File: config.mk
export PLATFORM = sky130hd
export DESIGN_NAME = ysyx_25030093_lsu_flat
export DESIGN_NICKNAME = d
export VERILOG_FILES = /design/src/rtl/ysyx_25030093_lsu_pkg.sv /design/src/rtl/ysyx_25030093_lsu_if.sv /design/src/rtl/ysyx_25030093_lsu_align.sv /design/src/rtl/ysyx_25030093_lsu.sv /design/src/flat_wrapper.sv
export SDC_FILE = /design/constraint.sdc
export NUM_CORES = 1
export LEC_CHECK = 0
export CAP_MARGIN = 30
export CORE_MARGIN = 3
export CORE_UTILIZATION = 40
export CTS_BUF_LIST = sky130_fd_sc_hd__clkbuf_2 sky130_fd_sc_hd__clkbuf_4 sky130_fd_sc_hd__clkbuf_8
export DETAILED_ROUTE_END_ITERATION = 12
export PLACE_DENSITY = 0.75
export REMOVE_ABC_BUFFERS = 1
export SYNTH_ARGS = -nofsm -noshare
export SYNTH_HDL_FRONTEND = slang
export SYNTH_SLANG_ARGS = --single-unit
File: constraint.sdc
create_clock -name clk -period 2.7 [get_ports clk]
set_input_delay 0.675 -clock clk [delete_from_list [all_inputs] [get_ports clk]]
set_output_delay 0.675 -clock clk [all_outputs]
set_load 0.03 [all_outputs]
File: src/rtl/ysyx_25030093_lsu_pkg.sv
// Shared types for the load/store unit: op encodings, FSM states and decode helpers.
package ysyx_25030093_lsu_pkg;

  typedef enum logic [3:0] {
    LSU_LB  = 4'd0,
    LSU_LH  = 4'd1,
    LSU_LW  = 4'd2,
    LSU_LBU = 4'd4,
    LSU_LHU = 4'd5,
    LSU_SB  = 4'd8,
    LSU_SH  = 4'd9,
    LSU_SW  = 4'd10
  } lsu_op_t;

  typedef enum logic [1:0] {
    S_IDLE,
    S_REQ,
    S_WAIT,
    S_RESP
  } lsu_state_t;

  function automatic logic is_store(input logic [3:0] op);
    return op[3];
  endfunction

  // Undefined encodings report as misaligned so they complete with an error and never touch the bus.
  function automatic logic is_misaligned(input logic [3:0] op, input logic [1:0] off);
    logic bad;
    case (op)
      LSU_LB, LSU_LBU, LSU_SB: bad = 1'b0;
      LSU_LH, LSU_LHU, LSU_SH: bad = off[0];
      LSU_LW, LSU_SW:          bad = (off != 2'b00);
      default:                 bad = 1'b1;
    endcase
    return bad;
  endfunction

endpackage

File: src/rtl/ysyx_25030093_lsu_if.sv
// Execute-side request, memory bus and writeback signals of the LSU in one bundle.
interface ysyx_25030093_lsu_if #(
  parameter int ADDR_W = 32,
  parameter int DATA_W = 32
);
  logic                  in_valid;
  logic                  in_ready;
  logic [3:0]            in_op;
  logic [ADDR_W-1:0]     in_addr;
  logic [DATA_W-1:0]     in_wdata;
  logic [4:0]            in_rd;

  logic                  mem_req;
  logic                  mem_we;
  logic [ADDR_W-1:0]     mem_addr;
  logic [DATA_W-1:0]     mem_wdata;
  logic [DATA_W/8-1:0]   mem_wstrb;
  logic                  mem_gnt;
  logic                  mem_rvalid;
  logic [DATA_W-1:0]     mem_rdata;

  logic                  wb_valid;
  logic                  wb_ready;
  logic [DATA_W-1:0]     wb_data;
  logic [4:0]            wb_rd;
  logic                  wb_wen;
  logic                  wb_err;

  modport master (
    output in_valid, in_op, in_addr, in_wdata, in_rd,
    input  in_ready,
    input  mem_req, mem_we, mem_addr, mem_wdata, mem_wstrb,
    output mem_gnt, mem_rvalid, mem_rdata,
    input  wb_valid, wb_data, wb_rd, wb_wen, wb_err,
    output wb_ready
  );

  modport slave (
    input  in_valid, in_op, in_addr, in_wdata, in_rd,
    output in_ready,
    output mem_req, mem_we, mem_addr, mem_wdata, mem_wstrb,
    input  mem_gnt, mem_rvalid, mem_rdata,
    output wb_valid, wb_data, wb_rd, wb_wen, wb_err,
    input  wb_ready
  );
endinterface

File: src/rtl/ysyx_25030093_lsu_align.sv
// Combinational lane logic: store strobes/replicated data and extended load result.
module ysyx_25030093_lsu_align
  import ysyx_25030093_lsu_pkg::*;
(
  input  logic [3:0]  op_i,
  input  logic [1:0]  off_i,
  input  logic [31:0] wdata_i,
  input  logic [31:0] rdata_i,
  output logic [3:0]  wstrb_o,
  output logic [31:0] wdata_o,
  output logic [31:0] rdata_o
);

  logic [31:0] shifted;

  always_comb begin
    shifted = rdata_i >> {off_i, 3'b000};
    wstrb_o = 4'b0000;
    wdata_o = wdata_i;
    rdata_o = 32'h0;
    case (op_i)
      LSU_SB: begin
        wstrb_o = 4'b0001 << off_i;
        wdata_o = {4{wdata_i[7:0]}};
      end
      LSU_SH: begin
        wstrb_o = 4'b0011 << off_i;
        wdata_o = {2{wdata_i[15:0]}};
      end
      LSU_SW:  wstrb_o = 4'b1111;
      LSU_LB:  rdata_o = {{24{shifted[7]}}, shifted[7:0]};
      LSU_LBU: rdata_o = {24'h0, shifted[7:0]};
      LSU_LH:  rdata_o = {{16{shifted[15]}}, shifted[15:0]};
      LSU_LHU: rdata_o = {16'h0, shifted[15:0]};
      LSU_LW:  rdata_o = shifted;
      default: ;
    endcase
  end

endmodule

File: src/rtl/ysyx_25030093_lsu.sv
// Single-outstanding load/store unit: IDLE -> REQ -> WAIT -> RESP, one op at a time.
module ysyx_25030093_lsu
  import ysyx_25030093_lsu_pkg::*;
#(
  parameter int ADDR_W = 32,
  parameter int DATA_W = 32
) (
  input  logic                      clk,
  input  logic                      rst_n,
  ysyx_25030093_lsu_if.slave        lsu_io
);

  lsu_state_t          state_q, state_d;
  logic [3:0]          op_q;
  logic [ADDR_W-1:0]   addr_q;
  logic [DATA_W-1:0]   wdata_q;
  logic [4:0]          rd_q;
  logic [DATA_W-1:0]   data_q;
  logic                wen_q;
  logic                err_q;

  logic                in_ready;
  logic                mem_req;
  logic                wb_valid;
  logic                accept;
  logic                misal;
  logic [3:0]          lane_strb;
  logic [DATA_W-1:0]   lane_wdata;
  logic [DATA_W-1:0]   load_ext;

  assign accept = (state_q == S_IDLE) && lsu_io.in_valid;
  assign misal  = is_misaligned(lsu_io.in_op, lsu_io.in_addr[1:0]);

  ysyx_25030093_lsu_align u_align (
    .op_i    (op_q),
    .off_i   (addr_q[1:0]),
    .wdata_i (wdata_q),
    .rdata_i (lsu_io.mem_rdata),
    .wstrb_o (lane_strb),
    .wdata_o (lane_wdata),
    .rdata_o (load_ext)
  );

  always_comb begin
    state_d  = state_q;
    in_ready = 1'b0;
    mem_req  = 1'b0;
    wb_valid = 1'b0;
    case (state_q)
      S_IDLE: begin
        in_ready = 1'b1;
        if (lsu_io.in_valid) state_d = misal ? S_RESP : S_REQ;
      end
      S_REQ: begin
        mem_req = 1'b1;
        if (lsu_io.mem_gnt) state_d = S_WAIT;
      end
      S_WAIT: begin
        if (lsu_io.mem_rvalid) state_d = S_RESP;
      end
      S_RESP: begin
        wb_valid = 1'b1;
        if (lsu_io.wb_ready) state_d = S_IDLE;
      end
      default: state_d = S_IDLE;
    endcase
  end

  always_ff @(posedge clk or negedge rst_n) begin
    if (!rst_n) begin
      state_q <= S_IDLE;
      op_q    <= 4'h0;
      addr_q  <= '0;
      wdata_q <= '0;
      rd_q    <= 5'h0;
      data_q  <= '0;
      wen_q   <= 1'b0;
      err_q   <= 1'b0;
    end else begin
      state_q <= state_d;
      if (accept) begin
        op_q    <= lsu_io.in_op;
        addr_q  <= lsu_io.in_addr;
        wdata_q <= lsu_io.in_wdata;
        rd_q    <= lsu_io.in_rd;
        data_q  <= '0;
        wen_q   <= 1'b0;
        err_q   <= misal;
      end else if (state_q == S_WAIT && lsu_io.mem_rvalid) begin
        // Stores complete on the write ack and never write back data.
        data_q <= is_store(op_q) ? '0 : load_ext;
        wen_q  <= ~is_store(op_q);
      end
    end
  end

  assign lsu_io.in_ready  = in_ready;
  assign lsu_io.mem_req   = mem_req;
  assign lsu_io.mem_we    = mem_req & is_store(op_q);
  assign lsu_io.mem_addr  = {addr_q[ADDR_W-1:2], 2'b00};
  assign lsu_io.mem_wdata = lane_wdata;
  assign lsu_io.mem_wstrb = mem_req ? lane_strb : 4'b0000;
  assign lsu_io.wb_valid  = wb_valid;
  assign lsu_io.wb_data   = data_q;
  assign lsu_io.wb_rd     = rd_q;
  assign lsu_io.wb_wen    = wen_q;
  assign lsu_io.wb_err    = err_q;

endmodule

File: src/flat_wrapper.sv
// flat-port wrapper written by rule: the top's interface ports become plain ports
module ysyx_25030093_lsu_flat import ysyx_25030093_lsu_pkg::*;
#(
  parameter int ADDR_W = 32,
  parameter int DATA_W = 32
)
  (clk, rst_n, lsu_io_in_valid, lsu_io_in_op, lsu_io_in_addr, lsu_io_in_wdata, lsu_io_in_rd, lsu_io_in_ready, lsu_io_mem_req, lsu_io_mem_we, lsu_io_mem_addr, lsu_io_mem_wdata, lsu_io_mem_wstrb, lsu_io_mem_gnt, lsu_io_mem_rvalid, lsu_io_mem_rdata, lsu_io_wb_valid, lsu_io_wb_data, lsu_io_wb_rd, lsu_io_wb_wen, lsu_io_wb_err, lsu_io_wb_ready);
  ysyx_25030093_lsu_if #(.ADDR_W(ADDR_W), .DATA_W(DATA_W)) lsu_io_i ();
  input  logic clk;
  input  logic rst_n;
  input wire logic [$bits(lsu_io_i.in_valid)-1:0] lsu_io_in_valid;
  input wire logic [$bits(lsu_io_i.in_op)-1:0] lsu_io_in_op;
  input wire logic [$bits(lsu_io_i.in_addr)-1:0] lsu_io_in_addr;
  input wire logic [$bits(lsu_io_i.in_wdata)-1:0] lsu_io_in_wdata;
  input wire logic [$bits(lsu_io_i.in_rd)-1:0] lsu_io_in_rd;
  output wire logic [$bits(lsu_io_i.in_ready)-1:0] lsu_io_in_ready;
  output wire logic [$bits(lsu_io_i.mem_req)-1:0] lsu_io_mem_req;
  output wire logic [$bits(lsu_io_i.mem_we)-1:0] lsu_io_mem_we;
  output wire logic [$bits(lsu_io_i.mem_addr)-1:0] lsu_io_mem_addr;
  output wire logic [$bits(lsu_io_i.mem_wdata)-1:0] lsu_io_mem_wdata;
  output wire logic [$bits(lsu_io_i.mem_wstrb)-1:0] lsu_io_mem_wstrb;
  input wire logic [$bits(lsu_io_i.mem_gnt)-1:0] lsu_io_mem_gnt;
  input wire logic [$bits(lsu_io_i.mem_rvalid)-1:0] lsu_io_mem_rvalid;
  input wire logic [$bits(lsu_io_i.mem_rdata)-1:0] lsu_io_mem_rdata;
  output wire logic [$bits(lsu_io_i.wb_valid)-1:0] lsu_io_wb_valid;
  output wire logic [$bits(lsu_io_i.wb_data)-1:0] lsu_io_wb_data;
  output wire logic [$bits(lsu_io_i.wb_rd)-1:0] lsu_io_wb_rd;
  output wire logic [$bits(lsu_io_i.wb_wen)-1:0] lsu_io_wb_wen;
  output wire logic [$bits(lsu_io_i.wb_err)-1:0] lsu_io_wb_err;
  input wire logic [$bits(lsu_io_i.wb_ready)-1:0] lsu_io_wb_ready;
  assign lsu_io_i.in_valid = lsu_io_in_valid;
  assign lsu_io_i.in_op = lsu_io_in_op;
  assign lsu_io_i.in_addr = lsu_io_in_addr;
  assign lsu_io_i.in_wdata = lsu_io_in_wdata;
  assign lsu_io_i.in_rd = lsu_io_in_rd;
  assign lsu_io_in_ready = lsu_io_i.in_ready;
  assign lsu_io_mem_req = lsu_io_i.mem_req;
  assign lsu_io_mem_we = lsu_io_i.mem_we;
  assign lsu_io_mem_addr = lsu_io_i.mem_addr;
  assign lsu_io_mem_wdata = lsu_io_i.mem_wdata;
  assign lsu_io_mem_wstrb = lsu_io_i.mem_wstrb;
  assign lsu_io_i.mem_gnt = lsu_io_mem_gnt;
  assign lsu_io_i.mem_rvalid = lsu_io_mem_rvalid;
  assign lsu_io_i.mem_rdata = lsu_io_mem_rdata;
  assign lsu_io_wb_valid = lsu_io_i.wb_valid;
  assign lsu_io_wb_data = lsu_io_i.wb_data;
  assign lsu_io_wb_rd = lsu_io_i.wb_rd;
  assign lsu_io_wb_wen = lsu_io_i.wb_wen;
  assign lsu_io_wb_err = lsu_io_i.wb_err;
  assign lsu_io_i.wb_ready = lsu_io_wb_ready;
  ysyx_25030093_lsu #(.ADDR_W(ADDR_W), .DATA_W(DATA_W)) u_core (.clk(clk), .rst_n(rst_n), .lsu_io(lsu_io_i));
endmodule
# After elaboration in Yosys (flattened, before gate mapping)
# Index checks and enable logic that the tools add are counted.
# op_classes
add_sub_neg,0
n_mul,0
div_mod_pow,0
magnitude_cmp,0
n_eq_ne,21
shifts,3
n_mux,19
bitwise_logic,2
reduce_logical,11
# op_table
cell,n
$pmux 32 s5,1
$mux 32,3
$pmux 32 s2,1
$shr 32x5->32,1
$eq 4x4->1 const B,6
$eq 4x3->1 const B,4
$pmux 4 s3,1
$mux 2,5
$eq 4x1->1 const B,2
$eq 4x2->1 const B,2
$logic_not 4->1,2
$ne 2x2->1 const B,4
$pmux 2 s4,1
$reduce_or 3->1,2
$mux 1,5
$eq 2x2->1 const B,2
$mux 4,1
$reduce_and 4->1,1
$reduce_bool 2->1,2
$shl 1x2->4 const A,1
$shl 2x2->4 const A,1
$pmux 1 s3,1
$eq 2x1->1 const B,1
$logic_and 1x1->1,2
4 further kinds,4
# totals
reg_bits,109
latch_bits,0
mem_bits_rw,0
rom_bits,0
in_bits,111
elab_cells,64
n_memories,0

# Longest topological paths before layout
# Gate-level depths: netlist of run 1.
# depth
depth_word,6
mapped_depth,8
ltp_nobuf,6

# Hierarchy
# From an unflattened synthesis of run 1, not the netlist that was laid out.
# hier_totals
cells_unflattened,472
area_unflattened_um2,5948.2
# modules_own_cells
mod,instances,cells_each,area_each_um2,seq_area_each_um2
ysyx_25030093_lsu,1,294,4591.9,2727.6
ysyx_25030093_lsu_align,1,178,1356.3,0.0

# Worst setup path after synthesis of run 1
# Ideal clock, no wire load.
# synth_timing
path_kind,reg-to-output
from,reg u_core.op_q[1]
to,out lsu_io_mem_wdata[24]
arrival_ns,1.847
setup_slack_ns,0.178
path_stages_with_launch,5
path_buffers,1
path_cell_list,dfrtp_1 nor3b_1 clkbuf_1 nor2_1 a21oi_1
# synth_between
elab_chain_cells,2
elab_cells_between_ends,3
# synth_lines
item,line,source
start: declaration,ysyx_25030093_lsu.sv:14,logic [3:0] op_q;
start signal: assignment,ysyx_25030093_lsu.sv:82,op_q <= lsu_io.in_op;
$eq 4x4->1,ysyx_25030093_lsu_align.sv:21,case (op_i)
$pmux 32 s2 *,ysyx_25030093_lsu_align.sv:21,
end: declaration,flat_wrapper.sv:20,output wire logic [$bits(lsu_io_i.mem_wdata)-1:0] lsu_io_mem_wdata;
# Every way passes the cells marked *; elsewhere a longest branch is shown, timed or not.

# Worst setup path after layout of run 1
# layout_timing
from,reg u_core.op_q[2]
to,out lsu_io_mem_wdata[26]
# Same word-level chain as after synthesis.

==> summary.md, run 1 <==
| Metric | Value |
|---|---|
| Status | `finished, final reports clean` |
| Final setup viols | `0` |
| Most numerous cell in the Yosys netlist | `dfrtp_1` |
| Finished Layout Cells | `836` |
| R2r worst-path depth | `5` |
| Primary FF master, synth | `dfrtp_1` |
| Hold Path Class | `in -> async` |
| Library cells used by synthesis | `36` |
| First-pass GRT wire length | `23.5 mm` |
| Nature of the critical path endpoint | `output port` |
| Post-synth ARST share | `100%` |
| RSZ-0062 raised after global routing | `true` |
| Core Area | `13300 um^2` |
| # hold bufs at CTS | `0` |
| Routed wire per std cell | `18.1 um` |
| Diodes inserted | `0` |
| Clock share of power | `10.3%` |
| Post-synth EDFFs | `0` |
| Reg clk slew, reported paths | `0.10 ns` |
| Gate Count Post-Synth | `473` |
| Detail Placement HPWL | `11.3 mm` |
| Max cap viols | `0` |
| CP Launch Type | `flip-flop` |
| Synth Register Bits | `109` |
| Post-route ant nets | `0` |
| Clock tree sinks | `109` |
| I/O pin count | `222` |
| Setup TNS | `0 ns` |
| Worst vdd ir | `0.705 mV` |
| Via/cell ratio | `5.15` |
| Initial Util | `41.0%` |
| Critical Path RT | `2.03 ns` |
| Root buffer selected by CTS | `clkbuf_8` |
| Critical path, cell by cell | `buf_4, nor3b_4, buf_4, nor2_1, a21oi_1, clkdlybuf4s15_1` |
| Switch share | `44.2%` |
| Crit-path slowest cell | `dfrtp_2` |
| Pre-CTS WS | `0.109 ns` |
| Final worst slack | `0.0931 ns` |
| Logic pwr share | `60.4%` |
| Drt total wl | `15.2 mm` |
| CP Class | `reg -> out` |
| Layout cells sized above 1 | `24.5%` |
| PD cells | `1290 nW/um^2` |
| Worst slew margin | `53.1%` |
| Crit path max fanout | `4` |
| Sequential power share | `29.4%` |
| Leakage Power | `3.34 nW` |
| Row count | `42` |
| Fmax | `384 MHz` |
| Crit path DAT | `1.93 ns` |
| Synthesis-to-layout area growth | `43.4%` |
| Final nets | `771` |
| Clock skew | `0.0105 ns` |
| Fin crit share | `96.6%` |
| Largest net degree at the start of global routing | `59` |
| Htree depth | `3` |
| Internal power | `5.62 mW` |
| Chip height | `123 um` |
| Initial antenna violation count | `0` |
| Fill cells | `1096` |
| Yosys top cell area share | `50.0%` |
| Placer Congestion | `0.879` |
| Slew @ Worst Pin | `0.703 ns` |
| Largest stage delay, worst path | `0.44 ns` |
| Port Buffers | `219` |
| CTS max path bufs | `2` |
| Final Hold Violating Endpoints | `0` |
| Grt total ovfl | `0` |
| DRC violations left | `0` |
| Register area share after synthesis | `50.0%` |
| Minimum clock period | `2.61 ns` |
| Cts bufs inserted | `9` |
| Synth Warn # | `0` |
| Vias in the first global route | `4494` |
| GRT Total Usage | `20.1%` |
| Via Count | `4308` |
| Clk Latency, worst-skew pair | `0.38 ns` |
| Sw power | `4.45 mW` |
| Drt pass-1 iters | `6` |
| Overall Power | `10.1 mW` |
| Die X | `123 um` |
| Syn avg cell area | `11.5 um^2` |
| Top cells by count, synth | `dfrtp_1 (109), mux2_2 (88), nand2_1 (46), buf_4 (40)` |
| Synth top area cells | `dfrtp_1 (50%), mux2_2 (18%), buf_4 (5.5%)` |
| Slew Viols, Final | `0` |
| Synth area leader | `dfrtp_1` |
| CTS tree | `done` |
| Number of DRC markers in iteration 0 | `223` |
| # placed instances | `817` |
| Top cell by count, worst path | `buf_4` |
| Synth Cell Area | `5450 um^2` |
| Die area | `15100 um^2` |
## registers in the layout, summed over array words and instances (netlist names)
name / flops
u_core.addr_q: 32
u_core.lsu_io.wb_data: 32
u_core.lsu_io.wb_err: 1
u_core.lsu_io.wb_rd: 5
u_core.lsu_io.wb_wen: 1
u_core.op_q: 4
u_core.state_q: 2
u_core.wdata_q: 32
## logic make-up (layout without fill, tap and decap cells)
kind of cell / after synthesis / in the layout / share of synthesized area (%)
compound gates: 80 / 80 / 9.89
fa+ha+maj: 4 / 4 / 0.918
buf+inv: 76 / 262 / 8.26
flops: 109 / 109 / 50.0
mux: 117 / 117 / 23.7
other cells: 1 / 2 / 0.0688
simple gates: 86 / 86 / 7.07
## through the flow
stage	area, um^2	hold slack (ns)	util [%]
3_3_place_gp	7580	0.465	57.0
2_1_floorplan	5030	0.379	-
6_report	7820	0.300	58.8
4_1_cts	7800	0.307	58.7
3_5_place_dp	7580	0.478	57.0
5_1_grt	7820	0.326	58.8
## final cells by class
class / count / area, um^2 / share of cell area (%)
inverter: 8 / 30.0 / 0.384
clock buffer: 12 / 153 / 1.95
sequential: 109 / 2730 / 34.9
clock inverter: 3 / 46.3 / 0.592
timing repair buffer: 239 / 2330 / 29.8
tap: 176 / 220 / 2.82
multi-input combinational: 289 / 2310 / 29.5
## worst max-delay path, delay by kind of cell (launching register included)
family | cells | cell delay [ns]
DFF | 1 | 0.44
and+or+nand+nor | 2 | 0.28
buffers and inverters | 3 | 0.71
AOI/OAI and AO/OA | 1 | 0.11
## final timing paths
check	from	slack, ns	end
setup / recovery	u_core.op_q[2]	0.09	lsu_io_mem_wdata[26]
hold / removal	rst_n	0.30	u_core.lsu_io.wb_data[0]
setup reg to reg	u_core.op_q[0]	0.58	u_core.lsu_io.wb_data[27]
hold reg to reg	u_core.lsu_io.wb_data[2]	0.50	u_core.lsu_io.wb_data[2]
max in group asynchronous	rst_n	1.67	u_core.addr_q[28]
min in group clk	u_core.lsu_io.wb_data[2]	0.50	u_core.lsu_io.wb_data[2]
## cells in the final DEF, fill, tap and decap left out, types with 3 or more instances in the layout
master	synthesis	routed
nand3b_1	3	3
a221o_1	16	16
nor2_1	27	24
buf_6	1	3
clkdlybuf4s50_1	0	189
buf_12	0	5
o2bb2ai_1	7	7
mux2_2	88	88
o21ai_0	20	20
dfrtp_1	109	108
a21oi_1	28	27
clkbuf_8	0	10
buf_4	40	32
mux2i_1	28	28
nand2_1	46	46
buf_2	6	7
inv_1	8	8
ha_1	4	4
## power by group through the flow
stage	registers [mW]	clock network (mW)	logic (mW)
floorplan	4.04	0	2.48
global placement	2.93	0	6.04
detailed placement	2.99	0	6.10
CTS	2.96	1.05	6.11
global route	3.08	1.12	6.47
finish	2.96	1.03	6.08
## routing by layer
metal	vias to the layer above	global-route usage [%]	share of wire, %
li1	1997	-	-
met1	2105	24.7	39
met2	188	32.2	48
met3	18	8.02	11
met4	0	6.72	1.6
met5	-	0	0
## what timing repair did
action	in CTS	in global routing
pin swaps	0	1
gates resized for setup	26	22
setup buffers	1	3
endpoints found under the setup margin	15	19
(Power assumes the default switching activity.)
==> run 2, diff against run 1 <==
==> constraint.sdc (replaced) <==
create_clock -name clk -period 2.7 [get_ports clk]
set_input_delay 0.675 -clock clk [delete_from_list [all_inputs] [get_ports clk]]
set_output_delay 0.675 -clock clk [all_outputs]
set_load 0.01 [all_outputs]
==> summary.md, run 2 (synthesis gave the netlist of run 1 again) <==
| Metric | Value |
|---|---|
| Minimum clock period | `2.61 ns (+0.00584 ns)` |
| Die area | `15100 um^2 (unchanged)` |
| Hold slack | `0.111 ns (-0.189 ns)` |
| Htree depth | `3 (unchanged)` |
| CTS tree | `done` |
| I/O pin count | `222 (unchanged)` |
| GRT Total Usage | `20.4% (+0.32 points)` |
| Most frequent cells in the layout | `clkdlybuf4s50_1 (190), dfrtp_1 (107), mux2_2 (88)` |
| Clk Latency, worst-skew pair | `0.38 ns (about the same)` |
| Largest net degree at the start of global routing | `68 (+15%)` |
| Fmax | `383 MHz (-0.22%)` |
| Reg clk slew, reported paths | `0.10 ns (about the same)` |
| Routed length on met3 | `1.71 mm (-0.64%)` |
| Number of DRC markers in iteration 0 | `282 (+26%)` |
| Status | `finished, final reports clean` |
| Chip height | `123 um (unchanged)` |
| Grt total ovfl | `0 (unchanged)` |
| Die X | `123 um (unchanged)` |
| Root buffer selected by CTS | `clkbuf_8` |
| Final nets | `779 (+1.0%)` |
| Clock tree sinks | `109 (unchanged)` |
| CP Launch Type | `flip-flop` |
| Max cap viols | `0 (unchanged)` |
| Fin crit share | `96.8% (+0.22 points)` |
| Post-route ant nets | `0 (unchanged)` |
| Crit path DAT | `1.94 ns (about the same)` |
| Drt total wl | `15.6 mm (+3.0%)` |
| Cts bufs inserted | `9 (unchanged)` |
| R2R setup slack | `0.56 ns (-0.02 ns)` |
| Routed wire per std cell | `18.5 um (+1.9%)` |
| Layout cells sized above 1 | `22.4% (-2.1 points)` |
| Diodes inserted | `0 (unchanged)` |
| Critical path launch point | `u_core.op_q[2]` |
| Initial antenna violation count | `0 (unchanged)` |
| Critical Path RT | `2.03 ns (about the same)` |
| Wl on met1 | `6.22 mm (+3.9%)` |
| Worst vdd ir | `0.578 mV (-18%)` |
| Slew Viols, Final | `0 (unchanged)` |
| Nature of the critical path endpoint | `output port` |
| First-pass GRT wire length | `23.9 mm (+1.9%)` |
| Row count | `42 (unchanged)` |
| Via Count | `4387 (+1.8%)` |
| Slew @ Worst Pin | `0.715 ns (+0.0126 ns)` |
| Hold Path Class | `in -> async` |
| Top Layer Used | `met4` |
| Worst slew margin | `52.3% (-0.84 points)` |
| Leakage Power | `3.44 nW (+2.9%)` |
| Final Hold Violating Endpoints | `0 (unchanged)` |
| Placer Congestion | `0.868 (-1.2%)` |
| Reg2reg start | `u_core.addr_q[1]` |
| Vias in the first global route | `4674 (+4.0%)` |
| Crit path max fanout | `8 (+4)` |
| Synthesis-to-layout area growth | `45.7%` |
| Initial Util | `41.0% (unchanged)` |
| DR WL met2 | `7.45 mm (+3.4%)` |
| Drt pass-1 iters | `4 (-2)` |
| Detail Placement HPWL | `11.3 mm (about the same)` |
| PD cells | `1110 nW/um^2 (-14%)` |
| Core Area | `13300 um^2 (unchanged)` |
| CP Class | `reg -> out` |
| Via/cell ratio | `5.19 (+0.75%)` |
| Finished Core Util | `59.7% (+0.92 points)` |
| Final setup viols | `0 (unchanged)` |
| Commonest non-fill, non-tap cell in the layout | `clkdlybuf4s50_1` |
| DRC violations left | `0 (unchanged)` |
| Port Buffers | `219 (unchanged)` |
| Clock skew | `0.0115 ns (+0.00104 ns)` |
| CTS max path bufs | `2 (unchanged)` |
==> run 2: power by group <==
| group | internal, mW | leakage [nW] | switching (mW) |
|---|---|---|---|
| Clock | 0.401 | 0.0964 | 0.557 |
| Sequential | 2.41 | 1.35 | 0.555 |
| Combinational | 2.77 | 1.99 | 2.14 |
==> run 2: worst paths after layout <==
check,endpoint,depth (start not counted)
max,lsu_io_mem_wdata[10],6
min,u_core.lsu_io.wb_data[26],1
max reg2reg,u_core.lsu_io.wb_data[9],5
min reg2reg,u_core.lsu_io.wb_data[12],2
max in group asynchronous,u_core.wdata_q[4],2
min in group clk,u_core.lsu_io.wb_data[12],2
==> run 2: final cells by class <==
cell class | instances | area, um^2
clock buffers | 12 | 159
clock inverters | 4 | 30.0
fillers | 1075 | 5360
inverters | 8 | 30.0
multi-input cells | 289 | 2320
flip-flops and latches | 109 | 2730
well taps | 176 | 220
repair buffers | 247 | 2450
==> run 2: timing repair <==
item / CTS / global route
hold buffers: 0 / 0
buffers inserted: 12 / 2
cloned: 0 / 1
resized for setup: 32 / 18
setup endpoints to repair: 28 / 16
pin swaps: 1 / 2
==> run 2: per-layer routing <==
layer,vias to the layer above,global-route usage (%)
met2,196,33.1
met4,0,6.93
met1,2165,24.8
met3,14,7.97
li1,2012,-
met5,-,0
==> run 2: per-stage QoR <==
stage	instances	TNS (ns)	power (mW)	cell area, um^2	setup WS (ns)
2_1_floorplan	406	-82.12	5.27	5030	-1.51
3_3_place_gp	814	0	7.72	7590	0.182
3_5_place_dp	814	0	7.85	7590	0.161
4_1_cts	842	-0.0242	8.84	7860	-0.0242
5_1_grt	845	-0.0329	9.42	7940	-0.0130
6_report	845	0	8.83	7940	0.0872
==> run 2: critical path: stages, from the launching register on <==
cell,delay (ns)
dfrtp_2,0.47
nor2_4,0.14
nand2_2,0.09
nor2_4,0.10
buf_6,0.15
mux2_2,0.34
dlygate4sd2_1,0.28
==> run 3, diff against run 2 <==
Settings changed: TNS_END_PERCENT from default to 50.
==> summary.md, run 3 (synthesis gave the netlist of run 1 again) <==
| Metric | Value |
|---|---|
| Drt pass-1 iters | `4 (unchanged)` |
| Crit-path slowest cell | `dfrtp_2` |
| Fmax | `384 MHz (+0.33%)` |
| Detail Placement HPWL | `11.3 mm (unchanged)` |
| RSZ-0062 raised after global routing | `false` |
| First-pass GRT wire length | `23.9 mm (-0.15%)` |
| CTS tree | `done` |
| Row count | `42 (unchanged)` |
| Vias in the first global route | `4671 (-0.064%)` |
| Worst slew margin | `52.7% (+0.37 points)` |
| Cell family with most CP delay | `flip-flops` |
| Final setup viols | `0 (unchanged)` |
| Initial Util | `41.0% (unchanged)` |
| Final nets | `776 (-0.39%)` |
| DRC violations left | `0 (unchanged)` |
| Clk Latency, worst-skew pair | `0.38 ns (about the same)` |
| Post-route ant nets | `0 (unchanged)` |
| Routed wire per std cell | `18.3 um (-1.1%)` |
| Critical Path RT | `2.03 ns (about the same)` |
| Crit path max fanout | `8 (unchanged)` |
| Core Area | `13300 um^2 (unchanged)` |
| GRT Total Usage | `20.4% (about the same)` |
| Status | `finished, final reports clean` |
| Commonest non-fill, non-tap cell in the layout | `clkdlybuf4s50_1` |
| CP Launch Type | `flip-flop` |
| Layout cells sized above 1 | `22.2% (-0.20 points)` |
| Nature of the critical path endpoint | `output port` |
| Setup TNS | `0 ns (unchanged)` |
| Die X | `123 um (unchanged)` |
| Grt total ovfl | `0 (unchanged)` |
| Via Count | `4365 (-0.50%)` |
| PD cells | `1110 nW/um^2 (-0.18%)` |
| Slew @ Worst Pin | `0.710 ns (-0.00557 ns)` |
| CTS max path bufs | `2 (unchanged)` |
| Final Hold Violating Endpoints | `0 (unchanged)` |
| Minimum clock period | `2.60 ns (-0.00859 ns)` |
| Clock tree sinks | `109 (unchanged)` |
| Largest net degree at the start of global routing | `68 (unchanged)` |
| Number of DRC markers in iteration 0 | `305 (+8.2%)` |
| Critical path, cell by cell | `nor2_4, nand2_2, nor2_4, buf_6, buf_4, mux2_2, buf_2` |
| Drt total wl | `15.4 mm (-1.4%)` |
| # hold bufs at CTS | `0 (unchanged)` |
| Die area | `15100 um^2 (unchanged)` |
| Via/cell ratio | `5.18 (-0.15%)` |
| Crit path DAT | `1.93 ns (about the same)` |
| Fin crit share | `96.5% (-0.32 points)` |
| Cts bufs inserted | `9 (unchanged)` |
| Diodes inserted | `0 (unchanged)` |
| Leakage Power | `3.36 nW (-2.3%)` |
| Chip height | `123 um (unchanged)` |
| Max cap viols | `0 (unchanged)` |
| Initial antenna violation count | `0 (unchanged)` |
| Most frequent cells in the layout | `clkdlybuf4s50_1 (190), dfrtp_1 (107), mux2_2 (88)` |
| Reg clk slew, reported paths | `0.10 ns (about the same)` |
| Buf+Inv Stages, Crit Path | `3 (+1)` |
| I/O pin count | `222 (unchanged)` |
| Clock skew | `0.0122 ns (+0.000671 ns)` |
| CP Class | `reg -> out` |
| Root buffer selected by CTS | `clkbuf_8` |
| Worst vdd ir | `0.578 mV (about the same)` |
| Slew Viols, Final | `0 (unchanged)` |
| Placer Congestion | `0.868 (unchanged)` |
| Hold slack | `0.111 ns (+0.000457 ns)` |
| Synthesis-to-layout area growth | `44.4%` |
| Port Buffers | `219 (unchanged)` |
| Htree depth | `3 (unchanged)` |
| Hold Path Class | `in -> async` |
| Top cell by count, worst path | `nor2_4` |
| Largest stage delay, worst path | `0.47 ns (about the same)` |
run 3: routing by layer:
layer | track usage, % | vias to the layer above | share of wire (%)
met4 | 6.93 | 0 | 1.6
met5 | 0 | - | 0
met2 | 33.0 | 203 | 47
met3 | 7.97 | 16 | 11
li1 | - | 2008 | -
met1 | 24.8 | 2138 | 40
run 3: repair_timing:
item,4_1_cts,5_1_grt
pin swaps,1,2
endpoints found under the setup margin,28,9
resized for setup,41,12
setup buffers,11,1
cloned,0,0
run 3: report_power, final:
part / internal [mW] / switching (mW) / total, mW / leakage (nW)
Combinational: 2.70 / 2.12 / 4.82 / 1.91
Sequential: 2.41 / 0.551 / 2.96 / 1.35
Clock: 0.401 / 0.557 / 0.958 / 0.0964
Total: 5.51 / 3.22 / 8.73 / 3.36
run 3: final cells by class:
| class | count | area (um^2) |
|---|---|---|
| Fill cell | 1092 | 5430 |
| Tap cell | 176 | 220 |
| Sequential cell | 109 | 2730 |
| Clock buffer | 12 | 159 |
| Clock inverter | 4 | 30.0 |
| Multi-Input combinational cell | 289 | 2320 |
| Inverter | 8 | 30.0 |
| Timing Repair Buffer | 244 | 2380 |
run 3: path summary, 6_finish.rpt:
kind	from	endpoint	cells after the start	slack, ns
min	rst_n	u_core.lsu_io.wb_data[26]	1	0.11
max in group asynchronous	rst_n	u_core.wdata_q[12]	2	1.83
min reg2reg	u_core.lsu_io.wb_data[12]	u_core.lsu_io.wb_data[12]	2	0.49
max reg2reg	u_core.addr_q[1]	u_core.lsu_io.wb_data[9]	5	0.57
max	u_core.op_q[2]	lsu_io_mem_wdata[13]	7	0.1
min in group clk	u_core.lsu_io.wb_data[12]	u_core.lsu_io.wb_data[12]	2	0.49
run 3: through the flow:
| stage | power, mW | util [%] | worst slack (ns) | std cells | area (um^2) |
|---|---|---|---|---|---|
| global route | 9.33 | 59.2 | 0.00849 | 842 | 7870 |
| finish | 8.73 | 59.2 | 0.0958 | 842 | 7870 |
| floorplan | 5.27 | - | -1.51 | 406 | 5030 |
| CTS | 8.77 | 59.0 | 0.0114 | 841 | 7840 |
| global placement | 7.72 | 57.1 | 0.182 | 814 | 7590 |
| detailed placement | 7.85 | 57.1 | 0.161 | 814 | 7590 |
